`src/rtl/xcorr_ctrl_pkg.sv`:
```
// Shared types, widths and default constants for the cross-correlator sync controller.
package xcorr_ctrl_pkg;

    typedef enum logic [2:0] {
        ST_IDLE    = 3'd0,
        ST_FLUSH   = 3'd1,
        ST_SEARCH  = 3'd2,
        ST_CONFIRM = 3'd3,
        ST_LOCK    = 3'd4
    } xc_state_t;

    localparam int FRM_W  = 16;
    localparam int THR_W  = 24;
    localparam int SHFT_W = 14;
    localparam int BW_W   = 3;
    localparam int PEAK_W = 18;
    localparam int MISS_W = 8;
    localparam int TMR_W  = 32;

    localparam logic [FRM_W-1:0]  FRAME_LEN_DEF = 16'd8192;
    localparam logic [FRM_W-1:0]  TOL_DEF       = 16'd8;
    localparam logic [MISS_W-1:0] MISS_MAX_DEF  = 8'd4;
    localparam int unsigned       RST_LEN_DEF   = 4;
    localparam int unsigned       WARM_DEF      = 1026;
    localparam logic [TMR_W-1:0]  SEARCH_TO_DEF = 32'd1_000_000;
    localparam logic [THR_W-1:0]  THR_DEF_VAL   = 24'd4096;

    function automatic logic [MISS_W-1:0] sat_inc(input logic [MISS_W-1:0] v);
        return (v == {MISS_W{1'b1}}) ? v : v + MISS_W'(1);
    endfunction

endpackage

```
`src/rtl/xcorr_frame_win.sv`:
```
// Frame-period counter with acceptance window around FRAME_LEN and flywheel reload.
module xcorr_frame_win
    import xcorr_ctrl_pkg::*;
#(
    parameter logic [FRM_W-1:0] FRAME_LEN = FRAME_LEN_DEF,
    parameter logic [FRM_W-1:0] TOL       = TOL_DEF
) (
    input  logic clk,
    input  logic rst,
    input  logic clr,
    input  logic osop,
    output logic in_win,
    output logic early,
    output logic late
);

    localparam logic [FRM_W:0] WIN_LO = {1'b0, FRAME_LEN} - {1'b0, TOL};
    localparam logic [FRM_W:0] WIN_HI = {1'b0, FRAME_LEN} + {1'b0, TOL};

    if (WIN_HI[FRM_W] != 1'b0) begin : g_win_ovf
        $error("FRAME_LEN + TOL must fit in the 16-bit frame counter");
    end
    if (TOL > FRAME_LEN) begin : g_tol_big
        $error("TOL must not exceed FRAME_LEN");
    end

    logic [FRM_W-1:0] frm_cnt;
    logic [FRM_W:0]   elapsed;

    // Windows are judged on cycles since the anchoring edge, counting the current one.
    assign elapsed = {1'b0, frm_cnt} + (FRM_W+1)'(1);
    assign in_win  = (elapsed >= WIN_LO) && (elapsed <= WIN_HI);
    assign early   = (elapsed < WIN_LO);
    assign late    = (elapsed == WIN_HI);

    always_ff @(posedge clk or negedge rst) begin
        if (!rst) begin
            frm_cnt <= '0;
        end else if (clr) begin
            frm_cnt <= '0;
        end else if (late && !osop) begin
            frm_cnt <= TOL;
        end else if ({1'b0, frm_cnt} != WIN_HI) begin
            frm_cnt <= frm_cnt + FRM_W'(1);
        end
    end

endmodule

```
`src/rtl/xcorr_sync_ctrl.sv`:
```
// Sequencer for the preamble cross-correlator: configuration, flush/warm-up,
// two-peak acquisition and flywheel frame tracking.
// state   | meaning
// IDLE    | core held in reset, waiting for en
// FLUSH   | core reset pulse then warm-up, peaks ignored
// SEARCH  | waiting for a first peak, re-flush on timeout
// CONFIRM | candidate peak held, expecting the next one a frame later
// LOCK    | tracking frames, flywheeling through missed peaks
module xcorr_sync_ctrl
    import xcorr_ctrl_pkg::*;
#(
    parameter logic [FRM_W-1:0]  FRAME_LEN = FRAME_LEN_DEF,
    parameter logic [FRM_W-1:0]  TOL       = TOL_DEF,
    parameter logic [MISS_W-1:0] MISS_MAX  = MISS_MAX_DEF,
    parameter int unsigned       RST_LEN   = RST_LEN_DEF,
    parameter int unsigned       WARM      = WARM_DEF,
    parameter logic [TMR_W-1:0]  SEARCH_TO = SEARCH_TO_DEF,
    parameter logic [THR_W-1:0]  THR_DEF   = THR_DEF_VAL
) (
    input  logic                clk,
    input  logic                rst,
    input  logic                en,
    input  logic                cfg_req,
    input  logic [BW_W-1:0]     cfg_bw,
    input  logic [THR_W-1:0]    cfg_thr,
    input  logic [SHFT_W-1:0]   cfg_shft,
    output logic                cfg_ack,
    output logic                xc_rst,
    output logic [BW_W-1:0]     xc_index_bw,
    output logic [THR_W-1:0]    xc_thr_lvl,
    output logic [SHFT_W-1:0]   xc_addr_shft,
    input  logic                xc_osop,
    input  logic [PEAK_W-1:0]   xc_peak_i,
    input  logic [PEAK_W-1:0]   xc_peak_q,
    output logic                sync_lock,
    output logic                frame_sop,
    output logic [PEAK_W-1:0]   peak_i,
    output logic [PEAK_W-1:0]   peak_q,
    output logic [MISS_W-1:0]   miss_cnt,
    output logic [2:0]          state
);

    localparam logic [TMR_W-1:0] FLUSH_TC = TMR_W'(RST_LEN + WARM - 1);
    localparam logic [TMR_W-1:0] SRCH_TC  = SEARCH_TO - TMR_W'(1);
    localparam logic [TMR_W-1:0] RST_TC   = TMR_W'(RST_LEN);

    xc_state_t          st, nxt;
    logic [TMR_W-1:0]   tmr, tmr_nxt;
    logic [MISS_W-1:0]  miss_nxt;
    logic               sop_nxt, cap, win_clr, xc_rst_nxt;
    logic               in_win, early, late;

    xcorr_frame_win #(
        .FRAME_LEN (FRAME_LEN),
        .TOL       (TOL)
    ) u_win (
        .clk    (clk),
        .rst    (rst),
        .clr    (win_clr),
        .osop   (xc_osop),
        .in_win (in_win),
        .early  (early),
        .late   (late)
    );

    always_ff @(posedge clk or negedge rst) begin
        if (!rst) begin
            st  <= ST_IDLE;
            tmr <= '0;
        end else begin
            st  <= nxt;
            tmr <= tmr_nxt;
        end
    end

    always_comb begin
        nxt      = st;
        tmr_nxt  = tmr + TMR_W'(1);
        miss_nxt = miss_cnt;
        sop_nxt  = 1'b0;
        cap      = 1'b0;
        win_clr  = 1'b0;
        if (!en) begin
            nxt      = ST_IDLE;
            miss_nxt = '0;
        end else if (cfg_req) begin
            nxt = ST_FLUSH;
        end else begin
            case (st)
                ST_IDLE:  nxt = ST_FLUSH;
                ST_FLUSH: if (tmr == FLUSH_TC) nxt = ST_SEARCH;
                ST_SEARCH: begin
                    if (xc_osop) begin
                        nxt     = ST_CONFIRM;
                        win_clr = 1'b1;
                        cap     = 1'b1;
                    end else if (tmr == SRCH_TC) begin
                        nxt = ST_FLUSH;
                    end
                end
                ST_CONFIRM: begin
                    if (xc_osop && in_win) begin
                        nxt     = ST_LOCK;
                        win_clr = 1'b1;
                        cap     = 1'b1;
                        sop_nxt = 1'b1;
                    end else if (xc_osop && early) begin
                        win_clr = 1'b1;
                        cap     = 1'b1;
                    end else if (late) begin
                        nxt = ST_SEARCH;
                    end
                end
                ST_LOCK: begin
                    if (xc_osop && in_win) begin
                        win_clr  = 1'b1;
                        cap      = 1'b1;
                        sop_nxt  = 1'b1;
                        miss_nxt = '0;
                    end else if (late) begin
                        sop_nxt  = 1'b1;
                        miss_nxt = sat_inc(miss_cnt);
                        if (miss_nxt >= MISS_MAX) nxt = ST_SEARCH;
                    end
                end
                default: nxt = ST_IDLE;
            endcase
        end
        // A request in FLUSH restarts the flush even though the state is unchanged.
        if ((nxt != st) || (en && cfg_req)) tmr_nxt = '0;
        xc_rst_nxt = (nxt == ST_IDLE) || ((nxt == ST_FLUSH) && (tmr_nxt < RST_TC));
    end

    always_ff @(posedge clk or negedge rst) begin
        if (!rst) begin
            xc_rst       <= 1'b1;
            cfg_ack      <= 1'b0;
            xc_index_bw  <= '0;
            xc_thr_lvl   <= THR_DEF;
            xc_addr_shft <= '0;
            sync_lock    <= 1'b0;
            frame_sop    <= 1'b0;
            peak_i       <= '0;
            peak_q       <= '0;
            miss_cnt     <= '0;
        end else begin
            xc_rst    <= xc_rst_nxt;
            cfg_ack   <= cfg_req;
            sync_lock <= (nxt == ST_LOCK);
            frame_sop <= sop_nxt;
            miss_cnt  <= miss_nxt;
            if (cfg_req) begin
                xc_index_bw  <= cfg_bw;
                xc_thr_lvl   <= cfg_thr;
                xc_addr_shft <= cfg_shft;
            end
            if (cap) begin
                peak_i <= xc_peak_i;
                peak_q <= xc_peak_q;
            end
        end
    end

    assign state = st;

endmodule

```
`config.mk`:
```
export PLATFORM = sky130hd
export DESIGN_NAME = xcorr_sync_ctrl
export DESIGN_NICKNAME = d
export VERILOG_FILES = /design/src/rtl/xcorr_ctrl_pkg.sv /design/src/rtl/xcorr_frame_win.sv /design/src/rtl/xcorr_sync_ctrl.sv
export SDC_FILE = /design/constraint.sdc
export NUM_CORES = 1
export LEC_CHECK = 0
export ABC_CLOCK_PERIOD_IN_PS = 4800
export CAP_MARGIN = 40
export CORE_ASPECT_RATIO = 1.25
export CORE_MARGIN = 3
export CORE_UTILIZATION = 50
export CTS_CLUSTER_DIAMETER = 100
export DETAILED_ROUTE_END_ITERATION = 10
export PLACE_DENSITY = 0.81
export REMOVE_ABC_BUFFERS = 1
export SYNTH_ARGS = -nofsm -noshare
export SYNTH_HDL_FRONTEND = slang
export SYNTH_SLANG_ARGS = --single-unit
```
`constraint.sdc`:
```
create_clock -name clk -period 4.8 [get_ports clk]
set_clock_uncertainty 0.15 [all_clocks]
set_input_delay 0.96 -clock clk [delete_from_list [all_inputs] [get_ports clk]]
set_output_delay 0.96 -clock clk [all_outputs]
set_load 0.05 [all_outputs]
```
; Word-level counts from Yosys, hierarchy flattened
; Cells that the tools add are included.
[word_totals]
output_inout_bits = 92
reg_bits = 140
input_bits = 82
[classes]
magnitude_cmp = 5
muxes = 34
n_addsub = 4
n_reduce_logical = 13
eq_ne = 15
[ops]
columns = cell, n
row1 = 16-bit 2-to-1 mux, 3
row2 = 8-bit 2-to-1 mux, 6
row3 = 3-bit 2-to-1 mux, 11
row4 = "32-bit by 1-bit adder with 32-bit output, second input constant", 1
row5 = "32-bit by 11-bit equality test with 1-bit output, second input constant", 1
row6 = "32-bit by 20-bit equality test with 1-bit output, second input constant", 1
row7 = "32-bit by 3-bit less-than comparator with 1-bit output, second input constant", 1
row8 = 32-bit 2-to-1 mux, 1
row9 = "16-bit by 1-bit adder with 17-bit output, second input constant", 1
row10 = "17-bit by 14-bit equality test with 1-bit output, second input constant", 1
row11 = "17-bit by 13-bit greater-or-equal comparator with 1-bit output, second input constant", 1
row12 = "17-bit by 14-bit <= comparator with 1-bit output, second input constant", 1
row13 = "17-bit by 13-bit less-than comparator with 1-bit output, second input constant", 1
row14 = "16-bit by 1-bit adder with 16-bit output, second input constant", 1
row15 = "16-bit by 14-bit inequality test with 1-bit output, second input constant", 1
row16 = 3-bit one-hot mux with 5 select lines, 1
row17 = 1-bit 2-to-1 mux, 10
row18 = "8-bit by 1-bit adder with 8-bit output, second input constant", 1
row19 = "8-bit equality test, second input constant", 1
row20 = "8-bit by 3-bit greater-or-equal comparator with 1-bit output, second input constant", 1
row21 = "3-bit by 1-bit equality test with 1-bit output, second input constant", 2
row22 = "3-bit by 2-bit equality test with 1-bit output, second input constant", 2
row23 = "3-bit equality test, second input constant", 2
row24 = 1-bit logical AND, 6
row25 = 11 further kinds, 13

; Logic depth before layout (Yosys ltp)
[depth]
ltp_word = 15
depth_mapped = 12
depth_no_buf = 10

; Cells and area by module
; A second synthesis with hierarchy kept.
[hier_totals]
hier_cells = 751
hier_area_um2 = 7270.7
[modules_own_cells]
columns = mod, seq_area_each_um2, n_inst, area_per_inst_um2, cells_each
row1 = xcorr_sync_ctrl, 3105.5, 1, 5916.9, 599
row2 = xcorr_frame_win, 400.4, 1, 1353.8, 152

; Worst setup path before layout
; Ideal clock, no wire load.
[synth_timing]
path_kind = register to register
start = register u_win.frm_cnt[0]
end = register peak_i[0]
path_slack_ns = 1.196
n_path_buf = 3
path_stages_with_launch = 13
t_required_ns = 4.525
period_less_slack_ns = 3.604
t_arrival_ns = 3.329
cell_sequence = dfrtp_1 > ha_1 > buf_2 > nand3_2 > nor4_1 > xnor2_1 > nand2_1 > or4_1 > a22oi_1 > o21a_1 > buf_2 > buf_2 > mux2_2
[synth_between]
elab_chain_len = 8
[synth_rtl]
columns = item, line_no
row1 = "start, declared", xcorr_frame_win.sv:27  ; logic [FRM_W-1:0] frm_cnt;
row2 = "start signal, assigned", xcorr_frame_win.sv:44  ; frm_cnt <= frm_cnt + FRM_W'(1);
row3 = 16-bit by 1-bit adder with 17-bit output (*), xcorr_frame_win.sv:31  ; assign elapsed = {1'b0, frm_cnt} + (FRM_W+1)'(1);
row4 = "17-bit by 13-bit less-than comparator with 1-bit output, or another cell as far along", xcorr_frame_win.sv:33  ; assign early = (elapsed < WIN_LO);
row5 = 1-bit logical AND (on tied branches), "xcorr_sync_ctrl.sv:107, xcorr_frame_win.sv:32"
row6 = 1-bit 2-to-1 mux or 1-bit logical AND (tied branches), "xcorr_sync_ctrl.sv:107, xcorr_sync_ctrl.sv:102, xcorr_sync_ctrl.sv:115"
row7 = 1-bit 2-to-1 mux (on tied branches), "xcorr_sync_ctrl.sv:102, xcorr_sync_ctrl.sv:115"
row8 = 1-bit one-hot mux with 3 select lines (*), xcorr_sync_ctrl.sv:89  ; case (st)
row9 = 1-bit 2-to-1 mux (*), xcorr_sync_ctrl.sv:86  ; end else if (cfg_req) begin
row10 = 1-bit 2-to-1 mux (*), xcorr_sync_ctrl.sv:83  ; if (!en) begin
row11 = "end signal, assigned", xcorr_sync_ctrl.sv:158  ; peak_i <= xc_peak_i;
row12 = "end, declared", xcorr_sync_ctrl.sv:37  ; output logic [PEAK_W-1:0] peak_i,
; Every way passes the cells marked *; elsewhere a longest branch is shown, timed or not.
; A chain may end at the register's enable or synchronous reset.

; Final worst setup path
[layout_timing]
start = register u_win.frm_cnt[0]
end = register tmr[14]
[layout_between]
elab_chain_len = 11
[layout_rtl]
columns = item, line_no
row1 = 16-bit by 1-bit adder with 17-bit output (*), xcorr_frame_win.sv:31
row2 = "17-bit by 13-bit less-than comparator with 1-bit output, or another cell as far along", xcorr_frame_win.sv:33
row3 = "1-bit logical AND, or another cell as far along", xcorr_sync_ctrl.sv:107  ; end else if (xc_osop && early) begin
row4 = 3-bit 2-to-1 mux or 1-bit logical AND (tied branches), "xcorr_sync_ctrl.sv:107, xcorr_sync_ctrl.sv:102, xcorr_sync_ctrl.sv:115"
row5 = 3-bit 2-to-1 mux (on tied branches), "xcorr_sync_ctrl.sv:102, xcorr_sync_ctrl.sv:115"
row6 = 3-bit one-hot mux with 5 select lines (*), xcorr_sync_ctrl.sv:89
row7 = 3-bit 2-to-1 mux (*), xcorr_sync_ctrl.sv:86
row8 = 3-bit 2-to-1 mux (*), xcorr_sync_ctrl.sv:83
row9 = net nxt[0], xcorr_sync_ctrl.sv:47  ; xc_state_t st, nxt;
row10 = 3-bit inequality test (*), xcorr_sync_ctrl.sv:130  ; if ((nxt != st) || (en && cfg_req)) tmr_nxt = '0;
row11 = 1-bit logical OR (*), xcorr_sync_ctrl.sv:130
row12 = 32-bit 2-to-1 mux (*), xcorr_sync_ctrl.sv:130
row13 = net tmr_nxt[14], xcorr_sync_ctrl.sv:48  ; logic [TMR_W-1:0] tmr, tmr_nxt;
row14 = "end signal, assigned", xcorr_sync_ctrl.sv:72  ; tmr <= tmr_nxt;
row15 = "end, declared", xcorr_sync_ctrl.sv:48
; Mark *: on every way through the listed nets, which the timed path passes. The rest lies on a longest branch.

==> impl_metrics.py <==
metrics = {
    "run_status": {
        "outcome": "finished clean",
    },
    "timing": {
        "hold_violations": 0,
        "fin_setup_tns_ns": 0,
        "period_share": 0.890,
        "slew_viol_final": 0,
        "tightestPinTransition_ns": 0.791,
        "whs_ns": 0.277,
        "setup_violations": 0,
        "rsz0062_at_grt": "false",
        "slew_headroom": 0.469,
        "max_clock_freq_mhz": 234,
        "period_minus_slack_ns": 4.27,
        "layout_setup_ws_ns": 0.527,
    },
    "cts": {
        "cts_buffers": 17,
        "path_clk_slew_ns": 0.06,
        "h-tree-depth": 4,
        "postCtsSetupRepairBufs": 0,
        "clock_sinks": 140,
        "cts_tree": "done",
        "clkLatencyLatePin_ns": 0.42,
        "cts_hold_buf": 0,
        "post_cts_resized": 0,
        "clk_path_buf_depth": 2,
        "root_buffer": "clkbuf_16",
    },
    "drt": {
        "antenna_left": 0,
        "first_pass_iters": 7,
        "post_drt_wl_per_cell_um": 19.0,
        "drt_iter0_drc": 387,
        "vias": 5922,
        "viasPerCell": 5.83,
        "drt-total-wl_mm": 19.3,
        "remaining_drc_errors": 0,
    },
    "finish": {
        "fillerInstances": 1020,
        "fin_cells": 1016,
        "register_area_um2": 3510,
        "syn2layout_area_growth_pct": 33.7,
        "multi_input_area_um2": 3470,
        "nNetsFinal": 916,
        "drive_gt1_frac": 0.170,
        "antenna_cells": 0,
    },
    "setup_path": {
        "crit_path_frequent_cell": "nor3_1",
        "cp_slowest_cell": "or4_1",
        "critical-path-max-stage-delay_ns": 0.66,
        "cp_num_buf_inv": 1,
        "critPathCaptureType": "flip-flop",
        "r2r_setup_slack_ns": 0.53,
        "start_kind": "flip-flop",
        "cp.arrival_ns": 4.40,
        "path_delay_family": "simple AND/OR/NAND/NOR gates",
        "cp_max_fo": 32,
        "path_class": "reg2reg",
        "cp.required_ns": 4.93,
        "crit_chain": "ha_1, nand3_2, nor3_1, xnor2_1, o21ai_0, or4_1, and2_1, a221o_1, xnor2_4, buf_4, nor3_1",
    },
    "floorplan": {
        "fp.coreArea_um2": 14000,
        "die_w_um": 114,
        "die_area_um2": 16000,
        "rows": 48,
        "start_util": 0.517,
        "die_y_um": 140,
        "pin_count": 174,
    },
    "global_routing": {
        "grt_max_degree": 76,
        "grt_pass1_vias": 6007,
        "antenna_found_initial": 0,
        "grt_pass1_wl_mm": 31.1,
        "grt_overflow": 0,
        "grt_use_total": 0.245,
    },
    "logic_synthesis": {
        "async_flop_share": 1.00,
        "synthCells": 675,
        "yosysWarningCount": 0,
        "netlist-cell-type-count": 66,
        "ys_ff_latch": 140,
        "netlist_area_um2": 7240,
        "seq_area_frac_synth": 0.485,
        "synth_edf_count": 0,
        "synth.avg_cell_area_um2": 10.7,
        "synthFlopType": "dfrtp_1",
    },
    "placed_design": {
        "place_ws_ns": 0.609,
        "place.gp.congestion": 0.879,
        "place_inst": 984,
        "place_hpwl_mm": 13.8,
        "io_buffer_count": 173,
    },
    "power": {
        "leakage_nw": 3.98,
        "peakVddDrop_mv": 0.230,
        "p_per_area_nw_per_um2": 363,
    },
    "run": {
        "max_cap_violations": 0,
    },
    "worst_hold_path": {
        "hp-class": "in2async",
    },
}
## synthesized netlist by cell type (3+ instances only)
cell type | instances | area (µm²)
or4_1 | 6 | 45.0
nand4_1 | 18 | 113
o21a_1 | 3 | 22.5
xor2_1 | 19 | 166
a31oi_1 | 10 | 62.6
clkbuf_1 | 22 | 82.6
buf_2 | 19 | 95.1
inv_1 | 13 | 48.8
o31ai_1 | 3 | 22.5
buf_6 | 3 | 33.8
xnor2_1 | 37 | 324
nor3_1 | 39 | 195
nand2b_1 | 5 | 31.3
and3_1 | 16 | 100
nor4_1 | 12 | 75.1
nand2_1 | 35 | 131
nor4b_1 | 5 | 43.8
nor2_1 | 50 | 188
dfrtp_1 | 138 | 3450
or3_1 | 3 | 18.8
a211oi_1 | 4 | 30.0
a31o_2 | 3 | 26.3
ha_1 | 6 | 75.1
and4_1 | 4 | 35.0
a311oi_1 | 3 | 26.3
a21oi_1 | 14 | 70.1
nor3_2 | 10 | 100
mux2_2 | 80 | 901
a22oi_1 | 4 | 30.0
and2_1 | 10 | 62.6
nand3_1 | 24 | 120
o21ai_0 | 12 | 60.1
## worst paths after layout
kind	startpoint	endpoint	cells after the start
min reg2reg	peak_i[6]$_DFFE_PN0P_	peak_i[6]$_DFFE_PN0P_	1
max reg2reg	u_win.frm_cnt[0]$_DFFE_PN0P_	tmr[14]$_DFF_PN0_	11
max in group asynchronous	rst	tmr[3]$_DFF_PN0_	3
min in group clk	peak_i[6]$_DFFE_PN0P_	peak_i[6]$_DFFE_PN0P_	1
min	rst	xc_index_bw[0]$_DFFE_PN0P_	1
max	u_win.frm_cnt[0]$_DFFE_PN0P_	tmr[14]$_DFF_PN0_	11
## metrics by stage
step	instance area [µm²]	util	power, mW
floorplan	7020	-	1.87
global placement	9010	0.644	2.14
detailed placement	9060	0.647	2.17
CTS	9670	0.691	3.53
global route	9670	0.691	3.66
finish	9670	0.691	3.51
## where the power goes
part           total, mW  internal [mW]  switching [mW]
Clock               1.36          0.863           0.492
Sequential          1.44           1.27           0.166
Combinational      0.721          0.311           0.411
## area by class of cell
type	instances	area share
timing repair buffer	179	0.188
multi-input combinational	477	0.358
clock inverter	8	0.0136
inverter	13	0.00505
tap	175	0.0226
sequential	140	0.362
clock buffer	24	0.0498
## logic make-up after synthesis
| logic type | after synthesis | share of synthesized area |
|---|---|---|
| mux | 82 | 0.127 |
| flops | 140 | 0.485 |
| fa+ha+maj | 6 | 0.0104 |
| buf+inv | 58 | 0.0365 |
| simple gates | 253 | 0.195 |
| compound gates | 79 | 0.0747 |
| xor+xnor | 57 | 0.0716 |
## sequential cells by signal, summed over array words and instances, names as in the netlist
register       flops
xc_addr_shft      14
xc_index_bw        3
frame_sop          1
tmr               32
state              3
peak_q            18
miss_cnt           8
peak_i            18
u_win.frm_cnt     16
sync_lock          1
xc_rst             1
cfg_ack            1
xc_thr_lvl        24
## cells in the final DEF (no fill, tap or decap), types with 16 or more instances in the layout
cell             instances
and3_1                  16
clkbuf_16               17
clkdlybuf4s50_1        171
dfrtp_1                138
mux2_2                  80
nand2_1                 35
nand3_1                 24
nand4_1                 18
nor2_1                  50
nor3_1                  39
xnor2_1                 37
xor2_1                  19
## routing by layer
metal | routed length [µm] | vias up | track usage
met2 | 10200 | 251 | 0.430
met1 | 7390 | 2908 | 0.286
met5 | 0 | - | 0
li1 | - | 2730 | -
met4 | 405 | 0 | 0.0816
met3 | 1250 | 33 | 0.0704
(Power assumes the default switching activity.)
